## config.mk

```make
export PLATFORM = sky130hd
export DESIGN_NAME = bmp_header_parser
export DESIGN_NICKNAME = d
export VERILOG_FILES = /design/src/rtl/bmp_header_parser.sv
export SDC_FILE = /design/constraint.sdc
export NUM_CORES = 1
export LEC_CHECK = 0
export BUFFER_PORTS_ARGS = -buffer_cell sky130_fd_sc_hd__buf_2
export CAP_MARGIN = 5
export CORE_AREA = 3 3 227 229
export CTS_CLUSTER_SIZE = 8
export DETAILED_ROUTE_END_ITERATION = 10
export DIE_AREA = 0 0 230 232
export HOLD_SLACK_MARGIN = 0.03
export PLACE_DENSITY_LB_ADDON = 0.05
export SYNTH_ARGS = -nofsm -noshare
export SYNTH_HDL_FRONTEND = slang
export SYNTH_SLANG_ARGS = --single-unit
```

## constraint.sdc

```tcl
create_clock -name CLOCK_50 -period 10.2 [get_ports CLOCK_50]
set_clock_uncertainty 0.05 [all_clocks]
set_input_delay 1.02 -clock CLOCK_50 [delete_from_list [all_inputs] [get_ports CLOCK_50]]
set_output_delay 1.02 -clock CLOCK_50 [all_outputs]
set_load 0.05 [all_outputs]
```

## src/rtl/bmp_header_parser.sv

```systemverilog
// BMP header front-end: walks the first 34 header bytes, validates them and
// registers the frame geometry for the downstream crop engine.
module bmp_header_parser #(
    parameter int ADDR_W = 15,
    parameter int MAX_W  = 320,
    parameter int MAX_H  = 240
) (
    input  logic              CLOCK_50,
    input  logic              rst_n,
    input  logic              start,
    output logic [ADDR_W-1:0] mem_addr,
    input  logic [7:0]        mem_rdata,
    output logic              busy,
    output logic              done,
    output logic              error,
    output logic [2:0]        error_code,
    output logic [15:0]       img_width,
    output logic [15:0]       img_height,
    output logic              top_down,
    output logic [4:0]        bpp,
    output logic [31:0]       pixel_offset,
    output logic [15:0]       row_stride
);

    localparam logic [1:0] StIdle   = 2'd0;
    localparam logic [1:0] StRead   = 2'd1;
    localparam logic [1:0] StCalc   = 2'd2;
    localparam logic [1:0] StFinish = 2'd3;

    localparam logic [ADDR_W-1:0] LastAddr = ADDR_W'(33);

    logic [1:0]        state_q, state_d;
    logic [ADDR_W-1:0] addr_q, addr_d;

    // Raw header fields, filled little-endian by shifting bytes in from the top.
    logic [15:0] sig_q, sig_d;
    logic [31:0] off_q, off_d;
    logic [31:0] wid_q, wid_d;
    logic [31:0] hgt_q, hgt_d;
    logic [15:0] bppr_q, bppr_d;
    logic [31:0] comp_q, comp_d;

    logic        busy_q, busy_d;
    logic        done_q, done_d;
    logic        error_q, error_d;
    logic [2:0]  code_q, code_d;
    logic [15:0] width_q, width_d;
    logic [15:0] height_q, height_d;
    logic        top_down_q, top_down_d;
    logic [4:0]  bpp_q, bpp_d;
    logic [31:0] offset_q, offset_d;
    logic [15:0] stride_q, stride_d;

    logic [31:0] abs_h;
    logic [18:0] prod;
    logic [13:0] words;
    logic [2:0]  calc_code;

    assign abs_h = hgt_q[31] ? (~hgt_q + 32'd1) : hgt_q;

    // Only the low 19 bits of width*bpp can reach the 16-bit stride, so the
    // modular product is exact for every width, not just legal ones.
    assign prod  = wid_q[18:0] * {3'b000, bppr_q};
    assign words = prod[18:5] + {13'd0, (prod[4:0] != 5'd0)};

    always_comb begin
        calc_code = 3'd0;
        if (sig_q != 16'h4D42) begin
            calc_code = 3'd1;
        end else if ((bppr_q != 16'd8) && (bppr_q != 16'd24)) begin
            calc_code = 3'd2;
        end else if (comp_q != 32'd0) begin
            calc_code = 3'd3;
        end else if ((wid_q == 32'd0) || (hgt_q == 32'd0)) begin
            calc_code = 3'd4;
        end else if ((wid_q > 32'(MAX_W)) || (abs_h > 32'(MAX_H))) begin
            calc_code = 3'd5;
        end else if (off_q < 32'd54) begin
            calc_code = 3'd6;
        end
    end

    always_comb begin
        state_d    = state_q;
        addr_d     = addr_q;
        sig_d      = sig_q;
        off_d      = off_q;
        wid_d      = wid_q;
        hgt_d      = hgt_q;
        bppr_d     = bppr_q;
        comp_d     = comp_q;
        busy_d     = busy_q;
        done_d     = 1'b0;
        error_d    = error_q;
        code_d     = code_q;
        width_d    = width_q;
        height_d   = height_q;
        top_down_d = top_down_q;
        bpp_d      = bpp_q;
        offset_d   = offset_q;
        stride_d   = stride_q;

        unique case (state_q)
            StIdle: begin
                if (start) begin
                    state_d    = StRead;
                    addr_d     = '0;
                    busy_d     = 1'b1;
                    error_d    = 1'b0;
                    code_d     = 3'd0;
                    width_d    = 16'd0;
                    height_d   = 16'd0;
                    top_down_d = 1'b0;
                    bpp_d      = 5'd0;
                    offset_d   = 32'd0;
                    stride_d   = 16'd0;
                end
            end
            StRead: begin
                if (addr_q <= ADDR_W'(1)) begin
                    sig_d = {mem_rdata, sig_q[15:8]};
                end
                if ((addr_q >= ADDR_W'(10)) && (addr_q <= ADDR_W'(13))) begin
                    off_d = {mem_rdata, off_q[31:8]};
                end
                if ((addr_q >= ADDR_W'(18)) && (addr_q <= ADDR_W'(21))) begin
                    wid_d = {mem_rdata, wid_q[31:8]};
                end
                if ((addr_q >= ADDR_W'(22)) && (addr_q <= ADDR_W'(25))) begin
                    hgt_d = {mem_rdata, hgt_q[31:8]};
                end
                if ((addr_q >= ADDR_W'(28)) && (addr_q <= ADDR_W'(29))) begin
                    bppr_d = {mem_rdata, bppr_q[15:8]};
                end
                if ((addr_q >= ADDR_W'(30)) && (addr_q <= LastAddr)) begin
                    comp_d = {mem_rdata, comp_q[31:8]};
                end
                if (addr_q == LastAddr) begin
                    state_d = StCalc;
                end else begin
                    addr_d = addr_q + ADDR_W'(1);
                end
            end
            StCalc: begin
                state_d    = StFinish;
                done_d     = 1'b1;
                code_d     = calc_code;
                error_d    = (calc_code != 3'd0);
                width_d    = wid_q[15:0];
                height_d   = abs_h[15:0];
                top_down_d = hgt_q[31];
                bpp_d      = bppr_q[4:0];
                offset_d   = off_q;
                stride_d   = {words, 2'b00};
            end
            StFinish: begin
                state_d = StIdle;
                busy_d  = 1'b0;
            end
            default: state_d = StIdle;
        endcase
    end

    always_ff @(posedge CLOCK_50 or negedge rst_n) begin
        if (!rst_n) begin
            state_q    <= StIdle;
            addr_q     <= '0;
            sig_q      <= 16'd0;
            off_q      <= 32'd0;
            wid_q      <= 32'd0;
            hgt_q      <= 32'd0;
            bppr_q     <= 16'd0;
            comp_q     <= 32'd0;
            busy_q     <= 1'b0;
            done_q     <= 1'b0;
            error_q    <= 1'b0;
            code_q     <= 3'd0;
            width_q    <= 16'd0;
            height_q   <= 16'd0;
            top_down_q <= 1'b0;
            bpp_q      <= 5'd0;
            offset_q   <= 32'd0;
            stride_q   <= 16'd0;
        end else begin
            state_q    <= state_d;
            addr_q     <= addr_d;
            sig_q      <= sig_d;
            off_q      <= off_d;
            wid_q      <= wid_d;
            hgt_q      <= hgt_d;
            bppr_q     <= bppr_d;
            comp_q     <= comp_d;
            busy_q     <= busy_d;
            done_q     <= done_d;
            error_q    <= error_d;
            code_q     <= code_d;
            width_q    <= width_d;
            height_q   <= height_d;
            top_down_q <= top_down_d;
            bpp_q      <= bpp_d;
            offset_q   <= offset_d;
            stride_q   <= stride_d;
        end
    end

    assign mem_addr     = addr_q;
    assign busy         = busy_q;
    assign done         = done_q;
    assign error        = error_q;
    assign error_code   = code_q;
    assign img_width    = width_q;
    assign img_height   = height_q;
    assign top_down     = top_down_q;
    assign bpp          = bpp_q;
    assign pixel_offset = offset_q;
    assign row_stride   = stride_q;

endmodule

```

Word-level counts from Yosys, hierarchy flattened
Cells that the tools add are included.

Bits in registers: 269. Output and inout bits: 107. Word-level logic and storage cells: 103.

$add $sub $neg: 3. Multipliers: 1. Magnitude comparators: 14. Eq/ne operators: 10. Mux-type cells: 29. Bitwise logic cells: 1. Reduce and logical (&&, ||, !) cells: 27.

Operators by type and width (count): $pmux W16 S2 (3); $logic_not A32 Y1 (2); $mux W32 (2); $pmux W32 S2 (1); $ge A15 B5 Y1 const B (4); $le A15 B5 Y1 const B (3); $add A32 B1 Y32 const B (1); $gt A32 B8 Y1 const B (1); $gt A32 B9 Y1 const B (1); $lt A32 B6 Y1 const B (1); $not A32 Y32 (1); $reduce_bool A32 Y1 (1); $mux W15 (2); $pmux W15 S2 (1); $mux W3 (7); $mul A19 B16 Y19 (1); $reduce_and A2 Y1 (9); $mux W16 (1); $ne A16 B15 Y1 const B (1); $ne A16 B4 Y1 const B (1); $ne A16 B5 Y1 const B (1); $add A15 B1 Y15 const B (1); $eq A15 B6 Y1 const B (1); $ge A15 B4 Y1 const B (1); other kinds (21) (37).

Logic depth before layout (Yosys ltp)
Word-level depth: 12. Mapped depth: 25. Gate-level depth less buffers: 22.

Worst setup path before layout
No wires, ideal clock.

Path type: reg2reg. From: register wid_q[3]. To: register stride_q[13] (netlist: row_stride[13]). Data arrival time: 6.134 ns. Data required time: 10.029 ns. Setup slack: 3.895 ns. Cell stages (with the launch flop): 24. Cells stage by stage: dfrtp_1 > clkbuf_1 > clkbuf_1 > and2_1 > fa_1 > inv_1 > fa_1 > inv_1 > ha_1 > ha_1 > fa_1 > inv_1 > fa_1 > inv_1 > ha_1 > or3_1 > a221oi_1 > o211ai_1 > a2111oi_1 > nand2_1 > nor3_1 > nand2_1 > xnor2_1 > a22o_1.

Longest elaborated chain between the ends: 4.

RTL lines: start: declaration (line 38) `logic [31:0] wid_q, wid_d;`; start signal: assignment (line 189) `wid_q <= wid_d;`; $mul A19 B16 Y19 (*) (line 63) `assign prod = wid_q[18:0] * {3'b000, bppr_q};`; $reduce_bool A5 Y1 (line 64) `assign words = prod[18:5] + {13'd0, (prod[4:0] != 5'd0)};`; $add A14 B1 Y14 (*) (line 64); $pmux W16 S2 (*) (line 103) `unique case (state_q)`; end signal: assignment (line 202) `stride_q <= stride_d;`; end: declaration (line 52) `logic [15:0] stride_q, stride_d;`.

Every way passes the cells marked *; elsewhere a longest branch is shown, timed or not. A chain may end at the register's enable or synchronous reset.

Worst setup path in the final report
From: register bppr_q[2]. To: register stride_q[13] (netlist: row_stride[13]).

Longest elaborated chain between the ends: 4.

RTL lines: start: declaration (line 40) `logic [15:0] bppr_q, bppr_d;`; start signal: assignment (line 191) `bppr_q <= bppr_d;`; $mul A19 B16 Y19 (*) (line 63); $reduce_bool A5 Y1 (line 64); $add A14 B1 Y14 (*) (line 64); $pmux W16 S2 (*) (line 103).

Marks and branches as above.

==> results.py <==
metrics = {
    "outcome": {
        "status": "finished, final reports clean",
    },
    "critical_path": {
        "worstSetupPathDepth": 21,
        "r2r.worst_path.cells": 21,
        "worstSetupEndpoint": "row_stride[13]",
        "reg2reg_to": "row_stride[13]",
        "crit_fanout": 20,
        "r2r-start": "bppr_q[2]",
        "crit_slowest_cell": "dfrtp_1",
        "arrival_ns": 7.20,
        "path_cells": "and2_1 > fa_1 > inv_1 > fa_1 > inv_1 > ha_1 > fa_1 > fa_1 > inv_1 > fa_1 > inv_1 > ha_1 > or3_1 > a221oi_1 > o211ai_1 > a2111oi_1 > nand2_1 > nor3_1 > nand2_1 > xnor2_1 > a22o_1",
        "cp.buffers_inverters": 4,
        "cp_common_cell": "fa_1",
        "path_class": "register to register",
        "end_kind": "register",
        "cpLargestDelayFamily": "adder cells",
        "required_ns": 10.58,
        "cp_slowest_stage_delay_ns": 0.67,
        "r2r_setup_slack_ns": 3.39,
        "startpoint": "bppr_q[2]",
        "cp-start-kind": "register",
    },
    "clock_network": {
        "numCtsBuffers": 40,
        "cts_max_level": 2,
        "cts_sinks": 267,
        "clockRootBuffer": "clkbuf_16",
        "post_cts_resized": 0,
        "hold_buffers": 0,
        "worstSkewPairLatency_ns": 0.56,
        "cts.clk_slew.worst_paths_ns": 0.05,
        "cts_buffer_depth": 3,
        "post-cts-setup-buffers": 0,
        "cts_tree": "built",
    },
    "pwr": {
        "ir_worst_vdd_v": 0.000260,
        "pwr-share-comb_pct": 19.7,
        "power_mw": 3.08,
        "switching_share_pct": 33.3,
        "pwr-share-clk_pct": 38.9,
        "leakage_nw": 9.53,
        "p_switching_mw": 1.03,
        "p_seq_share_pct": 41.4,
        "cellPowerDensity_mw_per_mm2": 157,
        "p_int_mw": 2.06,
    },
    "placement": {
        "numPortBuffers": 115,
        "gp_congestion": 0.782,
        "hpwl_um": 33900,
    },
    "sta": {
        "rsz0062_at_grt": "no",
        "final_max_slew_viol_count": 0,
        "timing.hold.ws_ns": 0.413,
        "slew_headroom_pct": 30.6,
        "worst_pin_slew_ns": 1.04,
        "setup_viol": 0,
        "post-route-period-util_pct": 66.8,
        "tns_ns": 0,
        "hold_viol": 0,
        "fmax_mhz": 147,
        "period_needed_ns": 6.81,
    },
    "die": {
        "io-pin-count": 118,
        "core_mm2": 0.0499,
        "die_area_mm2": 0.0534,
        "initial_utilization_pct": 34.8,
        "std_cell_rows": 82,
        "dieWidth_um": 230,
        "die_h_um": 232,
    },
    "finish": {
        "postLayoutCoreUtil_pct": 39.4,
        "final_cell_mix": "dfrtp_1 (267), inv_1 (182), nand2_1 (164), mux2_2 (157), fa_1 (122)",
        "layout_commonest_cell": "dfrtp_1",
        "regArea_mm2": 0.00668,
        "area_growth_pct": 13.3,
        "multi_input_area_mm2": 0.00962,
        "fillers": 4975,
        "drive_gt1_share_pct": 21.1,
        "insertedDiodeCount": 0,
        "final_net_count": 1896,
    },
    "hold_path": {
        "hp-class": "input port to asynchronous set/reset pin",
    },
    "synthesis": {
        "synth_edf_count": 0,
        "netlist_top_cells_area": "dfrtp_1 (39%), fa_1 (14%), mux2_2 (10%)",
        "async_flop_share_pct": 100,
        "netlist_instances": 1620,
        "yosysWarnings": 0,
        "syn-cell-area_mm2": 0.0174,
        "yosysTopAreaCell": "dfrtp_1",
        "ys.flop_type": "dfrtp_1",
        "synth_seq_cells": 267,
        "yosysTopAreaCellShare_pct": 38.5,
        "syn_area_per_cell_um2": 10.7,
        "synthDistinctLibCells": 77,
        "ys_seq_area_share_pct": 38.5,
    },
    "detailed_routing": {
        "wl_per_cell_um": 20.2,
        "first_pass_iters": 7,
        "drtIter0Drc": 603,
        "wl_um": 48100,
        "vias_per_cell": 5.03,
        "routed-via-count": 12000,
        "drc": 0,
        "antenna_left": 0,
    },
    "global_routing": {
        "grt_pass1_wl_um": 77400,
        "grt_pass1_vias": 12900,
        "antenna_found_initial": 0,
        "track_usage_pct": 18.6,
        "grt_max_degree": 89,
        "grt_overflow": 0,
    },
    "run": {
        "drv_cap": 0,
    },
}
[cells by family after synthesis]
group	count (synthesis)	synth area share, %
buffers and inverters	278	6.23
DFF	267	38.5
xor gates and xnor gates	84	4.24
other	1	0.0216
AOI/OAI and AO/OA	201	8.73
muxes	162	10.5
and+or+nand+nor	443	13.3
adders and majority gates	184	18.5
[worst min path at each step]
| stage | cells after the start | start | to |
|---|---|---|---|
| floorplan | 1 | off_q[0] | pixel_offset[0] |
| global placement | 1 | error_code[0] | error_code[0] |
| detailed placement | 2 | img_height[8] | img_height[8] |
| CTS | 2 | img_height[8] | img_height[8] |
| global route | 2 | img_height[8] | img_height[8] |
| finish | 1 | rst_n | mem_addr[3] |
[worst register-to-register path: stages, from the launching register on]
cell and delay, ns:
dfrtp_1 0.67, and2_1 0.34, fa_1 0.50, inv_1 0.05, fa_1 0.47, inv_1 0.04
ha_1 0.21, fa_1 0.49, fa_1 0.49, inv_1 0.05, fa_1 0.53, inv_1 0.04
ha_1 0.26, or3_1 0.38, a221oi_1 0.38, o211ai_1 0.16, a2111oi_1 0.60, nand2_1 0.18
nor3_1 0.35, nand2_1 0.11, xnor2_1 0.13, a22o_1 0.20
[metrics by stage]
step	instance area, um2	instances	setup WS [ns]
after floorplan	17400	1621	3.90
after global placement	18600	2331	3.52
after detailed placement	18600	2331	3.39
after CTS	19700	2380	3.37
after global routing	19700	2380	2.99
final	19700	2380	3.39
[registers in the layout, indices dropped and copies added (netlist names)]
name and cells:
state_q 2, error_code 3, row_stride 14, bppr_q 16, hgt_q 32, done 1, top_down 1, wid_q 32
busy 1, bpp 5, img_height 16, img_width 16, sig_q 16, comp_q 32, error 1, pixel_offset 32
mem_addr 15, off_q 32
[layer usage]
metal | global-route usage, % | vias to the layer above | part of all wire (%) | routed length, um
li1 | - | 5584 | - | -
met1 | 25.7 | 6103 | 47 | 22500
met2 | 30.1 | 210 | 47 | 22600
met3 | 2.82 | 73 | 3.2 | 1530
met4 | 5.87 | 0 | 2.8 | 1360
met5 | 0 | - | 0 | 0
[area by class of cell]
| cell class | instances | area share [%] |
|---|---|---|
| multi-input cells | 1076 | 48.9 |
| flip-flops and latches | 267 | 34.0 |
| clock buffers | 44 | 5.22 |
| well taps | 672 | 4.28 |
| repair buffers | 134 | 3.70 |
| inverters | 182 | 3.47 |
| clock inverters | 5 | 0.414 |
[cells in the mapped netlist, drive strengths merged, types with 5 or more instances]
library cell and count:
dfrtp 267, inv 182, nand2 165, mux2 157, fa 122, and2 91
clkbuf 83, ha 62, a22o 61, o21ai 55, xnor2 47, nor2 46
xor2 37, nor4 34, nor3 23, a21oi 18, nand4 18, nand3 14
buf 13, a21o 10, nand2b 9, or3 9, and3 8, mux2i 5
o211ai 5, o31ai 5
[power groups by stage]
stage / Combinational [mW] / Sequential, mW / Clock (mW)
after CTS: 0.621 / 1.27 / 1.24
final: 0.607 / 1.27 / 1.20
after floorplan: 0.354 / 1.32 / 0
after global routing: 0.671 / 1.29 / 1.29
after detailed placement: 0.618 / 1.29 / 0
after global placement: 0.617 / 1.29 / 0
No activity file was read; power rests on OpenSTA's default activity.
